### config.mk
export PLATFORM = sky130hd
export DESIGN_NAME = ascon_perm_ctrl
export DESIGN_NICKNAME = d
export VERILOG_FILES = /design/src/rtl/ascon_pkg.sv /design/src/rtl/ascon_round.sv /design/src/rtl/ascon_perm_ctrl.sv
export SDC_FILE = /design/constraint.sdc
export NUM_CORES = 1
export LEC_CHECK = 0
export ABC_CLOCK_PERIOD_IN_PS = 2800
export CAP_MARGIN = 30
export CORE_AREA = 2 2 254 256
export CTS_BUF_LIST = sky130_fd_sc_hd__clkbuf_4 sky130_fd_sc_hd__clkbuf_8 sky130_fd_sc_hd__clkbuf_16
export DETAILED_ROUTE_END_ITERATION = 8
export DIE_AREA = 0 0 256 258
export PLACE_DENSITY = 0.74
export SYNTH_ARGS = -nofsm -noshare
export SYNTH_HDL_FRONTEND = slang
export SYNTH_SLANG_ARGS = --single-unit
### constraint.sdc
create_clock -name clk -period 2.8 [get_ports clk]
set_input_delay 0.56 -clock clk [delete_from_list [all_inputs] [get_ports clk]]
set_output_delay 0.56 -clock clk [all_outputs]
set_load 0.01 [all_outputs]
### src/rtl/ascon_pkg.sv
// Shared types, widths and helper functions for the Ascon permutation controller.
package ascon_pkg;

  localparam int STATE_W    = 320;
  localparam int WORD_W     = 64;
  localparam int MAX_ROUNDS = 12;

  typedef enum logic {
    IDLE = 1'b0,
    RUN  = 1'b1
  } state_t;

  // Round constant: upper nibble counts down from 15 while the lower nibble counts up.
  function automatic logic [7:0] rc(input logic [3:0] r);
    return {4'(4'd15 - r), r};
  endfunction

  // Right rotation of one 64-bit state word.
  function automatic logic [WORD_W-1:0] ror64(input logic [WORD_W-1:0] x, input int unsigned n);
    return (x >> n) | (x << (WORD_W - n));
  endfunction

endpackage

### src/rtl/ascon_round.sv
// One Ascon round, purely combinational: constant addition, bitsliced S-box,
// then linear diffusion.
module ascon_round
  import ascon_pkg::*;
(
  input  logic [STATE_W-1:0] s_i,
  input  logic [3:0]         r_i,
  output logic [STATE_W-1:0] s_o
);

  logic [WORD_W-1:0] x0, x1, x2, x3, x4;
  logic [WORD_W-1:0] t0, t1, t2, t3, t4;
  logic [WORD_W-1:0] y0, y1, y2, y3, y4;

  // Constant addition and the bitsliced 5-bit S-box across all 64 columns.
  always_comb begin
    x0 = s_i[319:256];
    x1 = s_i[255:192];
    x2 = s_i[191:128] ^ {56'h0, rc(r_i)};
    x3 = s_i[127:64];
    x4 = s_i[63:0];

    x0 = x0 ^ x4;
    x4 = x4 ^ x3;
    x2 = x2 ^ x1;

    t0 = ~x0 & x1;
    t1 = ~x1 & x2;
    t2 = ~x2 & x3;
    t3 = ~x3 & x4;
    t4 = ~x4 & x0;

    x0 = x0 ^ t1;
    x1 = x1 ^ t2;
    x2 = x2 ^ t3;
    x3 = x3 ^ t4;
    x4 = x4 ^ t0;

    x1 = x1 ^ x0;
    x0 = x0 ^ x4;
    x3 = x3 ^ x2;
    x2 = ~x2;
  end

  // Linear diffusion: each word XORed with two right rotations of itself.
  always_comb begin
    y0 = x0 ^ ror64(x0, 19) ^ ror64(x0, 28);
    y1 = x1 ^ ror64(x1, 61) ^ ror64(x1, 39);
    y2 = x2 ^ ror64(x2, 1)  ^ ror64(x2, 6);
    y3 = x3 ^ ror64(x3, 10) ^ ror64(x3, 17);
    y4 = x4 ^ ror64(x4, 7)  ^ ror64(x4, 41);
    s_o = {y0, y1, y2, y3, y4};
  end

endmodule

### src/rtl/ascon_perm_ctrl.sv
// Iterative Ascon permutation controller: one round per clock, owns the state
// register, round index, remaining-round counter and the done pulse.
module ascon_perm_ctrl #(
  parameter int MAX_ROUNDS = ascon_pkg::MAX_ROUNDS
) (
  input  logic                           clk,
  input  logic                           rst,
  input  logic                           start,
  input  logic [3:0]                     nrounds,
  input  logic [ascon_pkg::STATE_W-1:0]  state_in,
  output logic                           busy,
  output logic                           done,
  output logic [ascon_pkg::STATE_W-1:0]  state_out
);

  ascon_pkg::state_t               state_q;
  logic [ascon_pkg::STATE_W-1:0]   s_q;
  logic [ascon_pkg::STATE_W-1:0]   s_d;
  logic [3:0]                      r_q;
  logic [3:0]                      c_q;
  logic                            busy_q;
  logic                            done_q;
  logic [3:0]                      n_eff;

  // Out-of-range round requests (0 or above MAX_ROUNDS) run the full permutation.
  always_comb begin
    n_eff = nrounds;
    if (nrounds == 4'd0 || nrounds > 4'(MAX_ROUNDS)) begin
      n_eff = 4'(MAX_ROUNDS);
    end
  end

  ascon_round u_round (
    .s_i (s_q),
    .r_i (r_q),
    .s_o (s_d)
  );

  // Controller FSM with registered busy/done; the done cycle is an IDLE cycle,
  // so a start there is accepted without a bubble.
  always_ff @(posedge clk) begin
    if (rst) begin
      state_q <= ascon_pkg::IDLE;
      s_q     <= '0;
      r_q     <= '0;
      c_q     <= '0;
      busy_q  <= 1'b0;
      done_q  <= 1'b0;
    end else begin
      done_q <= 1'b0;
      case (state_q)
        ascon_pkg::IDLE: begin
          if (start) begin
            s_q     <= state_in;
            r_q     <= 4'(MAX_ROUNDS) - n_eff;
            c_q     <= n_eff;
            busy_q  <= 1'b1;
            state_q <= ascon_pkg::RUN;
          end
        end
        ascon_pkg::RUN: begin
          s_q <= s_d;
          r_q <= r_q + 4'd1;
          c_q <= c_q - 4'd1;
          if (c_q == 4'd1) begin
            busy_q  <= 1'b0;
            done_q  <= 1'b1;
            state_q <= ascon_pkg::IDLE;
          end
        end
        default: begin
          busy_q  <= 1'b0;
          state_q <= ascon_pkg::IDLE;
        end
      endcase
    end
  end

  assign busy      = busy_q;
  assign done      = done_q;
  assign state_out = s_q;

endmodule

# After elaboration in Yosys (flattened, before gate mapping)
# Index checks and enable logic that the tools add are counted.
dict set report word_totals {
  elab_cells 76
  reg_bits 331
  output_inout_bits 322
  inputBits 327
}
dict set report op_classes {
  reduce_logical 4
  order_cmp 1
  n_bitwise 44
  n_addsub 4
  n_eq_ne 3
  muxes 14
}
# operator n
set ops {}
lappend ops {{bitwise XOR 64 bit} 21}
lappend ops {{case mux 320 bit (2 select lines)} 1}
lappend ops {{inverter 64 bit} 6}
lappend ops {{bitwise AND 64 bit} 5}
lappend ops {{2-to-1 mux 320 bit} 1}
lappend ops {{bitwise OR 23 x 64 -> 64 bit} 1}
lappend ops {{bitwise OR 25 x 64 -> 64 bit} 1}
lappend ops {{bitwise OR 3 x 64 -> 64 bit} 1}
lappend ops {{bitwise OR 36 x 64 -> 64 bit} 1}
lappend ops {{bitwise OR 45 x 64 -> 64 bit} 1}
lappend ops {{bitwise OR 47 x 64 -> 64 bit} 1}
lappend ops {{bitwise OR 54 x 64 -> 64 bit} 1}
lappend ops {{bitwise OR 57 x 64 -> 64 bit} 1}
lappend ops {{bitwise OR 58 x 64 -> 64 bit} 1}
lappend ops {{bitwise OR 63 x 64 -> 64 bit} 1}
lappend ops {{bitwise XOR 64 x 8 -> 64 bit} 1}
lappend ops {{case mux 4 bit (2 select lines)} 2}
lappend ops {{2-to-1 mux 4 bit} 3}
lappend ops {{subtractor 4 bit (first input constant)} 2}
lappend ops {{2-to-1 mux 1 bit} 5}
lappend ops {{adder 4 x 1 -> 4 bit (second input constant)} 1}
lappend ops {{== test 4 x 1 -> 1 bit (second input constant)} 1}
lappend ops {{greater-than comparator 4 bit (second input constant)} 1}
lappend ops {{zero test 4 bit} 1}
lappend ops {{other kinds (8)} 9}

# Depth between registers and ports, before layout
# Gate-level depths: netlist (run 1).
dict set report logic_depth {
  word_depth 11
  depth_mapped 7
  mapped_depth_nobuf 7
}

# Hierarchy
# From an unflattened synthesis (run 1), not the netlist that was laid out.
dict set report hier_totals {
  cells_unflattened 3086
  area_unflattened_um2 30668.2
}
# module cells_each area_per_inst_um2 seq_area_each_um2 n_inst
set modules_own_cells {}
lappend modules_own_cells {ascon_round 1597 15907.8 0.0 1}
lappend modules_own_cells {ascon_perm_ctrl 1489 14760.4 6626.4 1}

# Least setup slack after synthesis (run 1)
# OpenSTA, ideal clock, no wires.
dict set report synth_timing {
  path_type {register -> register}
  startpoint {reg r_q[0]}
  endpoint {reg s_q, in the netlist state_out[64]}
  synth_period_minus_slack_ps 2039
  setup_time_ps 86
  path_buffers 0
  t_required_ps 2714
  arrival_ps 1954
  path_slack_ps 761
  stages_incl_launch_ff 8
  path_cell_list {dfxtp_1 -> xor2_1 -> ha_1 -> xnor2_1 -> xnor2_1 -> xnor2_1 -> xnor2_1 -> a211oi_1}
}
dict set report synth_via {
  elab_chain_len 7
}
# element line
set synth_rtl {}
lappend synth_rtl {{start, declared} ascon_perm_ctrl.sv:19} ;# logic [3:0] r_q;
lappend synth_rtl {{start signal, assigned} ascon_perm_ctrl.sv:55} ;# r_q <= 4'(MAX_ROUNDS) - n_eff;
lappend synth_rtl {{start signal, assigned} ascon_perm_ctrl.sv:63} ;# r_q <= r_q + 4'd1;
lappend synth_rtl {{bitwise XOR 64 x 8 -> 64 bit} ascon_round.sv:19} ;# x2 = s_i[191:128] ^ {56'h0, rc(r_i)};
lappend synth_rtl {{bitwise XOR 64 bit} ascon_round.sv:25} ;# x2 = x2 ^ x1;
lappend synth_rtl {{bitwise XOR 64 bit} ascon_round.sv:35} ;# x2 = x2 ^ t3;
lappend synth_rtl {{bitwise XOR 64 bit} ascon_round.sv:41} ;# x3 = x3 ^ x2;
lappend synth_rtl {{bitwise XOR 64 bit (2 in series)} ascon_round.sv:50} ;# y3 = x3 ^ ror64(x3, 10) ^ ror64(x3, 17);
lappend synth_rtl {{case mux 320 bit (2 select lines)} ascon_perm_ctrl.sv:51} ;# case (state_q)
lappend synth_rtl {{end signal, assigned} ascon_perm_ctrl.sv:54} ;# s_q <= state_in;
lappend synth_rtl {{end, declared} ascon_perm_ctrl.sv:17} ;# logic [ascon_pkg::STATE_W-1:0] s_q;
# No other way between the ends.
# A chain may end at the register's enable or synchronous reset.

# Final worst setup path (run 1)
dict set report layout_timing {
  startpoint {reg s_q, in the netlist state_out[108]}
  endpoint {reg s_q, in the netlist state_out[281]}
}
dict set report layout_via {
  elab_chain_len 7
}
# element line
set layout_rtl {}
lappend layout_rtl {{bitwise XOR 64 bit} ascon_round.sv:24} ;# x4 = x4 ^ x3;
lappend layout_rtl {{bitwise XOR 64 bit} ascon_round.sv:37} ;# x4 = x4 ^ t0;
lappend layout_rtl {{bitwise XOR 64 bit} ascon_round.sv:40} ;# x0 = x0 ^ x4;
lappend layout_rtl {{bitwise OR 45 x 64 -> 64 bit} ascon_pkg.sv:20} ;# return (x >> n) | (x << (WORD_W - n));
lappend layout_rtl {{bitwise XOR 64 bit (2 in series)} ascon_round.sv:47} ;# y0 = x0 ^ ror64(x0, 19) ^ ror64(x0, 28);
lappend layout_rtl {{case mux 320 bit (2 select lines)} ascon_perm_ctrl.sv:51}
# No other way between the ends.

==> impl_metrics.csv, run 1 <==
group,metric,value,unit
status,status,"finished clean",
layout,num-nets-final,4694,
floorplan,dieHeight,258,um
floorplan,io_pins,649,
sta,timing.final.crit_share,0.9864,
layout,final_cell_mix,"xnor2_1 (841), clkdlybuf4s50_1 (646), a211oi_1 (428)",
sta,rsz0062_at_grt,"no",
sta,fin_skew,18.64,ps
global_route,use_met2,0.6898,
setup_path,path_class,"reg2reg",
setup_path,crit_path_max_incr_delay,700,ps
global_route,met3_usage,0.08716,
yosys,synth_compound_area_frac,0.1892,
yosys,muxShareOfSynthArea,0.01937,
placed_design,placedCellCount,5045,
setup_path,worst_setup_path_start_kind,"register",
layout,area_delta_synth_final,40.15,%
global_route,met1_usage,0.5561,
sta,slew_headroom,0.2832,
sta,worst_slew_pin_slew,1067,ps
clock_network,cts_sinks,331,
sta,finalSetupViolations,0,
yosys,yosys_warnings,0,
global_route,grt_use_total,0.4405,
drt,drt_iter0_markers,3575,
global_route,grt_pass1_wl,209.9,mm
floorplan,coreArea,0.06365,mm2
drt,drt_pass1_iterations,6,
clock_network,numCtsBuffers,43,
floorplan,fp.dieArea,0.06605,mm2
clock_network,postCtsHoldBufs,0,
layout,finalNonFillerCells,5123,
clock_network,clk_latency,590,ps
global_route,grt_busiest_layer,"met2",
clock_network,clock_path_buffers,3,
drt,drc,0,
floorplan,die_x,256,um
yosys,netlist_instances,3322,
sta,finalHoldViolCount,0,
setup_path,end_kind,"register",
clock_network,cts_tree,"built",
yosys,synth_edf_count,0,
global_route,overflow,0,
yosys,synth_cell_types,33,
yosys,synthXorXnorAreaFrac,0.3516,
min_path,hp-class,"in2reg",
floorplan,num_rows,93,
placed_design,gp_congestion,1.102,
layout,design_area,0.04055,mm2
yosys,ys.flop_type,"dfxtp_1",
placed_design,port_buffers,648,
setup_path,crit_fanout,5,
sta,max_freq,0.3621,GHz
drt,avgRoutedWirePerCell,29.62,um
yosys,syn_area,0.02894,mm2
setup_path,slowest_stage,"a211oi_1",
drt,drt-total-wl,151.7,mm
layout,layout_commonest_cell,"xnor2_1",
yosys,synthAdderAreaFrac,0.07818,
yosys,syn_nets,3781,
placed_design,hpwl,125.0,mm
yosys,postSynthAreaPerCell,8.710,um2
sta,tns,0,ps
setup_path,crit_chain,"inv_1 > ha_1 > xor2_1 > xnor2_1 > buf_4 > xor2_1 > xnor2_1 > a211oi_1",
global_route,grt_max_degree,101,
clock_network,clk_transition_reported_paths,70,ps
job,cap_violations,0,
drt,vias_per_cell,5.822,
layout,drive_above_1_share,0.1247,
yosys,synth_top_family_by_area,"XOR/XNOR gates",
setup_path,critPathTopFamily,"XOR/XNOR gates",
setup_path,path_buf_inv,2,
clock_network,cts-root-buf,"clkbuf_16",
yosys,ys_seq_elements,331,
sta,min_period,2762,ps
yosys,ys_async_sr_fraction,0,
clock_network,cts.htree.levels,2,
drt,ant_nets,0,
placed_design,placed_cell_area,0.03902,mm2
floorplan,initial_core_util,0.4546,
sta,holdWs,358.6,ps
global_route,antenna_found_initial,3,
sta,slew_violations,0,
yosys,ys_seq_area_frac,0.2290,
yosys,synthSimpleGateAreaFrac,0.08372,
setup_path,crit_required,3210,ps
global_route,grt_pass1_vias,28560,
setup_path,cp.arrival,3170,ps
drt,vias,29830,
## stage by stage
step,util,setup slack [ps]
floorplan,-,760.8
global placement,0.6130,92.37
detailed placement,0.6130,135.2
CTS,0.6367,108.9
global route,0.6371,58.09
finish,0.6371,38.20
## registers in the layout, indices dropped and copies added (netlist names)
signal,count
done,1
r_q,4
state_out,320
c_q,4
busy,1
state_q,1
## synth_stat cells (all sizes together) (5+ instances only)
cell type	count	area share
o211a	174	0.060
nand2	307	0.040
nor2	97	0.013
maj3	61	0.021
a211oi	429	0.11
clkbuf	171	0.022
inv	197	0.026
buf	8	0.0011
a21oi	29	0.0050
mux2i	56	0.019
xnor2	877	0.27
xor2	247	0.078
dfxtp	331	0.23
ha	132	0.057
nor2b	123	0.027
nor3	5	0.00086
a2111oi	10	0.0035
nand2b	6	0.0013
o21ai	47	0.0081
## final timing paths
path	startpoint	endpoint	slack (ps)	cells past startpoint
setup reg to reg	state_out[108]	state_out[281]	40	8
setup / recovery	state_out[108]	state_out[281]	40	8
hold / removal	rst	done	360	2
hold reg to reg	c_q[3]	c_q[3]	510	2
## routing by layer
metal / part of all wire / vias up
li1: - / 13120
met1: 0.39 / 14480
met2: 0.44 / 1778
met3: 0.098 / 446
met4: 0.075 / 2
met5: 0.000086 / -
## worst register-to-register path, stage by stage, from the launching register on
cell and delay (ps):
dfxtp_1 400, inv_1 90, ha_1 320, xor2_1 180, xnor2_1 380, buf_4 200
xor2_1 220, xnor2_1 110, a211oi_1 700
## layout make-up
type	count	area, um2
fill	5594	23100
multi-input combinational	2615	20920
timing repair buffer	1047	9679
sequential	331	6630
clock buffer	72	1410
tap	855	1070
inverter	197	744.5
clock inverter	5	100.1
antenna	1	2.502
## timing repair
item	CTS	global route
setup buffers	0	0
resized for setup	0	3
endpoints found under the setup margin	0	2
## cell families after synthesis
logic type,after synthesis
adders and majority gates,193
AOI/OAI and AO/OA,693
buffers and inverters,376
xor gates and xnor gates,1124
and+or+nand+nor,549
DFF,331
muxes,56
Power of run 1 is not shown: default switching activity piles up to over one toggle a cycle in this logic, so the estimate is an artifact.
==> inputs of run 2 (changes only) <==
--- a/config.mk
+++ b/config.mk
@@ -11,6 +11,7 @@
 export CTS_BUF_LIST = sky130_fd_sc_hd__clkbuf_4 sky130_fd_sc_hd__clkbuf_8 sky130_fd_sc_hd__clkbuf_16
 export DETAILED_ROUTE_END_ITERATION = 8
 export DIE_AREA = 0 0 256 258
+export GPL_TIMING_DRIVEN = 0
 export PLACE_DENSITY = 0.74
 export SYNTH_ARGS = -nofsm -noshare
 export SYNTH_HDL_FRONTEND = slang
==> impl_metrics.csv, run 2 (synthesis results as in run 1) <==
group,metric,value,unit
placed_design,hpwl,145.6,mm
drt,vias_per_cell,6.173,
layout,final_cell_mix,"xnor2_1 (797), clkdlybuf4s50_1 (646), a211oi_1 (428)",
drt,ant_nets,0,
clock_network,cts.htree.levels,2,
setup_path,crit_required,3310,ps
floorplan,io_pins,649,
floorplan,fp.dieArea,0.06605,mm2
sta,slew_violations,0,
setup_path,reg2reg_slack,-120,ps
layout,area_delta_synth_final,34.83,%
placed_design,placed_cell_area,0.03713,mm2
setup_path,crit_fanout,5,
sta,timing.final.crit_share,1.043,
global_route,grt_max_degree,12,
job,cap_violations,0,
drt,avgRoutedWirePerCell,35.32,um
setup_path,crit_end,"state_out[98]",
floorplan,die_x,256,um
layout,final_util,0.6129,
sta,slew_headroom,0.2349,
drt,vias,30770,
drt,drt-total-wl,176.0,mm
setup_path,crit_path_max_incr_delay,910,ps
clock_network,cts_tree,"built",
sta,worst_slew_pin_slew,1139,ps
floorplan,num_rows,93,
clock_network,clk_transition_reported_paths,60,ps
clock_network,clock_path_buffers,3,
setup_path,cp.arrival,3430,ps
setup_path,worstReg2RegEnd,"state_out[98]",
layout,num-nets-final,4554,
sta,fin_ws,-119.8,ps
sta,min_period,2920,ps
setup_path,worst_setup_path_start_kind,"register",
global_route,grt_pass1_vias,29240,
min_path,hp-class,"reg2reg",
setup_path,end_kind,"register",
sta,max_freq,0.3425,GHz
clock_network,postCtsHoldBufs,0,
layout,design_area,0.03901,mm2
status,violations,"setup timing",
sta,finalHoldViolCount,0,
global_route,antenna_found_initial,9,
layout,fillers,5828,
clock_network,clk_latency,610,ps
status,status,"finished, violations left",
drt,drc,0,
sta,holdWs,540.6,ps
layout,largest_reg_flops,320,
clock_network,numCtsBuffers,43,
drt,drt_iter0_markers,4618,
setup_path,slowest_stage,"xnor2_1",
global_route,grt_use_total,0.5119,
clock_network,cts-root-buf,"clkbuf_16",
global_route,grt_pass1_wl,235.8,mm
clock_network,post_cts_buffers,0,
layout,drive_above_1_share,0.06526,
sta,fin_skew,31.11,ps
drt,drt_pass1_iterations,5,
placed_design,gp_congestion,1.068,
setup_path,r2r-start,"state_out[226]",
clock_network,cts_sinks,331,
global_route,overflow,0,
setup_path,critPathLaunch,"state_out[226]",
floorplan,initial_core_util,0.4546,
layout,layout_commonest_cell,"xnor2_1",
setup_path,crit_chain,"inv_1 > ha_1 > xnor2_1 > xnor2_1 > xnor2_1 > xnor2_1 > a211oi_1",
floorplan,dieHeight,258,um
setup_path,crit_top_cell,"xnor2_1",
floorplan,coreArea,0.06365,mm2
setup_path,path_class,"reg2reg",
sta,finalSetupViolations,23,
setup_path,worstRegToRegCells,7,
placed_design,port_buffers,646,
-- run 2: timing repair --
item / in CTS / in global routing
gates resized for setup: 39 / 30
setup endpoints to repair: 210 / 48
pin swaps: 0 / 0
-- run 2: layout make-up --
cell class | instances | area (um2) | share of cell area
buffer | 179 | 701.9 | 0.01799
antenna | 7 | 17.52 | 0.0004490
inverter | 197 | 739.5 | 0.01895
clock buffer | 63 | 1295 | 0.03319
tap | 855 | 1070 | 0.02742
multi-input combinational | 2615 | 21310 | 0.5461
timing repair buffer | 728 | 7158 | 0.1835
clock inverter | 9 | 98.84 | 0.002534
sequential | 331 | 6626 | 0.1698
-- run 2: per-layer routing --
layer / GRT usage / share of wire / up-vias
li1: - / - / 12840
met5: 0 / 0.00022 / -
met4: 0.3502 / 0.085 / 6
met1: 0.6400 / 0.38 / 14990
met3: 0.1309 / 0.12 / 585
met2: 0.7748 / 0.42 / 2350
-- run 2: worst min-delay path by stage --
stage	startpoint	to	slack (ps)	depth (start not counted)
after global placement	c_q[2]	c_q[2]	510	2
after floorplan	c_q[3]	c_q[3]	480	2
after global routing	c_q[2]	c_q[2]	580	2
after detailed placement	c_q[2]	c_q[2]	530	2
final	c_q[2]	c_q[2]	540	2
after CTS	c_q[2]	c_q[2]	540	2
-- run 2: worst max-delay path: cells and delay by family (launching register included) --
kind | cells | cell delay [ps]
AO/OA/AOI/OAI | 1 | 290
XOR/XNOR | 4 | 1550
adder cells (fa/ha/maj) | 1 | 320
buffers and inverters | 1 | 120
flip-flops | 1 | 540
-- run 2: per-stage QoR --
step,TNS (ps),setup WS (ps),std cells
floorplan,0,760.8,3322
global route,-46.70,-46.70,4977
finish,-1067,-119.8,4984
CTS,0,4.254,4971
detailed placement,-40890,-466.4,4899
global placement,-132960,-837.5,4823
Power of run 2 is left out for the same reason.
